--- config.mk ---
export PLATFORM = sky130hd
export DESIGN_NAME = inst_fetch_queue
export DESIGN_NICKNAME = d
export VERILOG_FILES = /design/src/rtl/inst_fetch_queue.sv
export SDC_FILE = /design/constraint.sdc
export NUM_CORES = 1
export LEC_CHECK = 0
export ABC_AREA = 1
export CORE_MARGIN = 10
export CORE_UTILIZATION = 50
export CTS_BUF_LIST = sky130_fd_sc_hd__clkbuf_8 sky130_fd_sc_hd__clkbuf_16
export DETAILED_ROUTE_END_ITERATION = 7
export MAX_ROUTING_LAYER = met4
export PLACE_DENSITY_LB_ADDON = 0.25
export SETUP_SLACK_MARGIN = 0.02
export SKIP_CTS_REPAIR_TIMING = 1
export SYNTH_ARGS = -nofsm -noshare
export SYNTH_HDL_FRONTEND = slang
export SYNTH_SLANG_ARGS = --single-unit
--- constraint.sdc ---
create_clock -name clk -period 10.75 [get_ports clk]
set_input_delay 1.075 -clock clk [delete_from_list [all_inputs] [get_ports clk]]
set_output_delay 1.075 -clock clk [all_outputs]
set_load 0.02 [all_outputs]
--- src/rtl/inst_fetch_queue.sv ---
// Instruction fetch stage: PC register, ROM request generation and a prefetch FIFO
// that hands words to ID with first-word-fall-through. Branches keep one delay slot;
// an exception flush discards every queued word.
module inst_fetch_queue #(
    parameter int unsigned DEPTH    = 4,
    parameter logic [31:0] RESET_PC = 32'h0000_0000
) (
    input  logic        clk,
    input  logic        rst,
    output logic        rom_ce_o,
    output logic [31:0] rom_addr_o,
    input  logic [31:0] rom_inst_i,
    input  logic        rom_ready_i,
    output logic        id_valid_o,
    output logic [31:0] id_pc_o,
    output logic [31:0] id_inst_o,
    input  logic        id_ready_i,
    input  logic        branch_flag_i,
    input  logic [31:0] branch_target_i,
    input  logic        flush_i,
    input  logic [31:0] flush_pc_i
);

    localparam int unsigned AW = (DEPTH > 1) ? $clog2(DEPTH) : 1;
    localparam logic [AW:0]   FULL_CNT = (AW + 1)'(DEPTH);
    localparam logic [AW:0]   CNT_ONE  = (AW + 1)'(1);
    localparam logic [AW:0]   CNT_TWO  = (AW + 1)'(2);
    localparam logic [AW-1:0] PTR_ONE  = AW'(1);
    localparam logic [AW-1:0] PTR_TWO  = AW'(2);

    typedef enum logic {StNormal, StDslotWait} state_e;

    state_e          state_q, state_d;
    logic [31:0]     pc_q, pc_d;
    logic [31:0]     tgt_q, tgt_d;
    logic [AW:0]     count_q, count_d;
    logic [AW-1:0]   rd_ptr_q, rd_ptr_d;
    logic [AW-1:0]   wr_ptr_q, wr_ptr_d;
    logic            run_q;
    logic            mem_we;

    logic [31:0]     mem_pc   [DEPTH];
    logic [31:0]     mem_inst [DEPTH];

    logic            wr;
    logic            rd;
    logic            branch_take;

    assign wr          = rom_ce_o & rom_ready_i;
    assign rd          = id_valid_o & id_ready_i;
    // Branches inside the delay-slot wait are illegal and therefore ignored.
    assign branch_take = rd & branch_flag_i & (state_q == StNormal);
    assign rom_addr_o  = pc_q;

    // FSM state register
    always_ff @(posedge clk) begin
        if (rst) begin
            state_q <= StNormal;
        end else begin
            state_q <= state_d;
        end
    end

    // Next-state for the FSM and the fetch/queue datapath
    always_comb begin
        state_d  = state_q;
        pc_d     = pc_q;
        tgt_d    = tgt_q;
        count_d  = count_q;
        rd_ptr_d = rd_ptr_q;
        wr_ptr_d = wr_ptr_q;
        mem_we   = 1'b0;

        if (flush_i) begin
            count_d  = '0;
            rd_ptr_d = '0;
            wr_ptr_d = '0;
            pc_d     = flush_pc_i;
            state_d  = StNormal;
        end else if (branch_take) begin
            rd_ptr_d = rd_ptr_q + PTR_ONE;
            if (count_q >= CNT_TWO) begin
                // Delay slot already queued right behind the head; drop everything after it.
                count_d  = CNT_ONE;
                wr_ptr_d = rd_ptr_q + PTR_TWO;
                pc_d     = branch_target_i;
            end else if (wr) begin
                // The word arriving now is the delay slot.
                mem_we   = 1'b1;
                wr_ptr_d = wr_ptr_q + PTR_ONE;
                count_d  = CNT_ONE;
                pc_d     = branch_target_i;
            end else begin
                // Delay slot not fetched yet: keep fetching at pc, redirect afterwards.
                count_d  = '0;
                tgt_d    = branch_target_i;
                state_d  = StDslotWait;
            end
        end else begin
            if (wr) begin
                mem_we   = 1'b1;
                wr_ptr_d = wr_ptr_q + PTR_ONE;
                if (state_q == StDslotWait) begin
                    pc_d    = tgt_q;
                    state_d = StNormal;
                end else begin
                    pc_d = pc_q + 32'd4;
                end
            end
            if (rd) begin
                rd_ptr_d = rd_ptr_q + PTR_ONE;
            end
            unique case ({wr, rd})
                2'b10:   count_d = count_q + CNT_ONE;
                2'b01:   count_d = count_q - CNT_ONE;
                default: count_d = count_q;
            endcase
        end
    end

    // FSM outputs: ROM request and FWFT head presentation
    always_comb begin
        rom_ce_o   = run_q & (count_q < FULL_CNT);
        id_valid_o = (count_q != '0);
        id_pc_o    = id_valid_o ? mem_pc[rd_ptr_q]   : 32'h0;
        id_inst_o  = id_valid_o ? mem_inst[rd_ptr_q] : 32'h0;
    end

    // Datapath registers
    always_ff @(posedge clk) begin
        if (rst) begin
            pc_q     <= RESET_PC;
            tgt_q    <= 32'h0;
            count_q  <= '0;
            rd_ptr_q <= '0;
            wr_ptr_q <= '0;
            run_q    <= 1'b0;
        end else begin
            pc_q     <= pc_d;
            tgt_q    <= tgt_d;
            count_q  <= count_d;
            rd_ptr_q <= rd_ptr_d;
            wr_ptr_q <= wr_ptr_d;
            run_q    <= 1'b1;
        end
    end

    // Queue storage; stale contents are harmless since count gates visibility
    always_ff @(posedge clk) begin
        if (mem_we) begin
            mem_pc[wr_ptr_q]   <= pc_q;
            mem_inst[wr_ptr_q] <= rom_inst_i;
        end
    end

endmodule

==> results.sh <==
export IMPL_fin_cells=2063
export IMPL_crit_type="reg -> out"
export IMPL_synth_top_area_share_pct=53.5
export IMPL_rsz0062_at_grt="false"
export IMPL_critPathMaxFanout=122
export IMPL_status="finished, final reports clean"
export IMPL_placed_cells=2002
export IMPL_p_leak_nw=6.25
export IMPL_slew_headroom_pct=24.1
export IMPL_worstPathArrival_ps=3880
export IMPL_routed_wl_mm=37.8
export IMPL_synth_top_family_by_area="simple AND/OR/NAND/NOR gates"
export IMPL_dr_total_vias=11200
export IMPL_avgViaCountPerCell=5.45
export IMPL_die_area_sq_um=35900
export IMPL_ys_seq_area_share_pct=63.9
export IMPL_design_area_sq_um=17600
export IMPL_cts_sinks=331
export IMPL_synthSimpleGateAreaFrac_pct=17.3
export IMPL_p_total_mw=2.77
export IMPL_maxSlewViolCount=0
export IMPL_io_buffers=199
export IMPL_worst_pin_slew_ps=1140
export IMPL_std_cell_rows=62
export IMPL_synthMuxAreaShare_pct=0
export IMPL_ir_worst_vdd_v=0.0000820
export IMPL_drtIter0Drc=1050
export IMPL_synth_cell_types=36
export IMPL_ios=200
export IMPL_grtUsageTotal_pct=21.0
export IMPL_grt_ovfl_total=0
export IMPL_cts_root_buf="clkbuf_16"
export IMPL_final_nets=1762
export IMPL_drc=0
export IMPL_min_period_ps=4960
export IMPL_p_per_area_nw_per_um2=157
export IMPL_globalplace_congestion=0.909
export IMPL_max_freq_mhz=202
export IMPL_synth_xor_area_share_pct=0.426
export IMPL_skew_ps=17.3
export IMPL_clkLatencyLatePin_ps=510
export IMPL_firstDrtPassIters=5
export IMPL_critPathLaunchType="flop"
export IMPL_finalSetupTns_ps=0
export IMPL_async_reset_ff_share_pct=0
export IMPL_clk_pin_slew_ps=60
export IMPL_synthAdderAreaFrac_pct=0.574
export IMPL_setup_violations=0
export IMPL_core_area_sq_um=28500
export IMPL_grt_pass1_wl_mm=59.1
export IMPL_area_growth_pct=22.7
export IMPL_min_period_over_period_pct=46.1
export IMPL_ys_flop_type="edfxtp_1"
export IMPL_drv_cap=0
export IMPL_synth_top_area_cell="edfxtp_1"
export IMPL_cts_buffer_depth=3
export IMPL_initial_utilization_pct=50.4
export IMPL_antenna_cells=0
export IMPL_crit_path_end_kind="output port"
export IMPL_synth_seq_cells=331
export IMPL_min_path_type="reg -> reg"
export IMPL_routedWlPerCell_um=18.3
export IMPL_syn_nets=1597
export IMPL_hold_viol=0
export IMPL_antenna_found_initial=0
export IMPL_synth_edf_count=256
export IMPL_ys_warn_count=0
export IMPL_ys_top_cells_by_count="364 x nor2_1, 256 x edfxtp_1, 194 x o21ai_0"
export IMPL_first_global_vias=11000
export IMPL_avgSynthCellArea_sq_um=9.66
export IMPL_synth_most_common_cell="nor2_1"
export IMPL_drive_gt1_share_pct=6.08
export IMPL_h_tree_depth=2
export IMPL_hpwlAfterDp_mm=23.4
export IMPL_die_h_um=190
export IMPL_cts_buffers=34
export IMPL_synth_cells=1489
export IMPL_drtAntennaViolNets=0
export IMPL_synth_compound_area_share_pct=13.1
export IMPL_dpl_instance_area_sq_um=16600
export IMPL_syn_area_sq_um=14400
export IMPL_crit_required_ps=9680
export IMPL_cts_tree="yes"
export IMPL_ys_top_cells_by_area="edfxtp_1 53%, dfxtp_1 10%, nor2_1 9.5%"
export IMPL_grt_max_degree=123
export IMPL_fp_dieW_um=190
==> cell usage in the layout (no fill, tap or decap), types with 5 or more instances in the layout <==
cell type and n:
buf_4 12, nor2_2 8, clkdlybuf4s50_1 199, o21ai_0 194, xor2_1 5, clkbuf_16 35
o21ai_1 21, dfxtp_1 73, nor2_1 359, nor3_1 5, or2_2 11, nand2_1 170
ha_1 5, o22ai_1 6, o211ai_1 5, inv_2 6, nand3_1 44, nor2_4 5
clkinv_2 7, clkbuf_8 5, inv_1 79, a21oi_1 135, edfxtp_1 256, nand2_2 5
==> state kept, by name (all words and copies together) (netlist names), named ones only <==
register    count
rom_addr_o     32
wr_ptr_q        2
rd_ptr_q        2
tgt_q          32
count_q         3
mem_inst      128
state_q         1
run_q           1
mem_pc        128
==> where the power goes <==
group,internal [mW],switching [mW],leakage (nW)
clock network,0.625,0.461,0.554
logic,0.102,0.131,2.75
registers,1.41,0.0401,2.94
total,2.13,0.632,6.25
==> routing by layer <==
layer,GRT usage [%],up-vias,share of wire [%]
met2,33.3,449,47
met1,27.3,5320,45
li1,-,5405,-
met3,4.14,66,7.2
met4,5.25,0,1.8
met5,-,-,0
==> critical path, cell delays in order (launching register included) <==
cell and delay, ps:
dfxtp_4 480, buf_4 870, clkinv_2 270, buf_4 530
o21ai_0 390, a21oi_1 130, clkdlybuf4s50_1 590
==> metrics by stage <==
stage	utilization [%]	setup WS, ps	hold slack, ps
global route	61.8	5500	480
global placement	58.1	6360	433
detailed placement	58.1	6270	440
finish	61.8	5790	447
floorplan	-	5820	424
CTS	61.8	5770	449
==> path summary, 6_finish.rpt <==
| kind | slack, ps | end | cells past startpoint | start |
|---|---|---|---|---|
| max | 5790 | id_pc_o[20] | 6 | flop |
| min | 450 | tgt_q[24]$_SDFFE_PP0P_ | 2 | tgt_q[24]$_SDFFE_PP0P_ |
| max reg2reg | 7130 | mem_inst[1][21]$_DFFE_PP_ | 7 | state_q$_SDFFE_PP0P_ |
| min reg2reg | 450 | tgt_q[24]$_SDFFE_PP0P_ | 2 | tgt_q[24]$_SDFFE_PP0P_ |
==> area by class of cell <==
class	instances	area (sq um)
repair buffers	211	2080
well taps	384	480
flip-flops and latches	331	9190
clock buffers	40	945
multi-input cells	998	4550
inverters	78	297
fillers	2387	10900
clock inverters	21	96.3
==> kinds of logic (layout without fill, tap and decap cells) <==
| family | after synthesis | after routing |
|---|---|---|
| AND/OR/NAND/NOR | 617 | 617 |
| AO/OA/AOI/OAI | 368 | 368 |
| flip-flops | 331 | 331 |
| buffers and inverters | 160 | 350 |
| XOR/XNOR | 7 | 7 |
| adder cells (fa/ha/maj) | 6 | 6 |
Power figures use the tool's default switching activity.
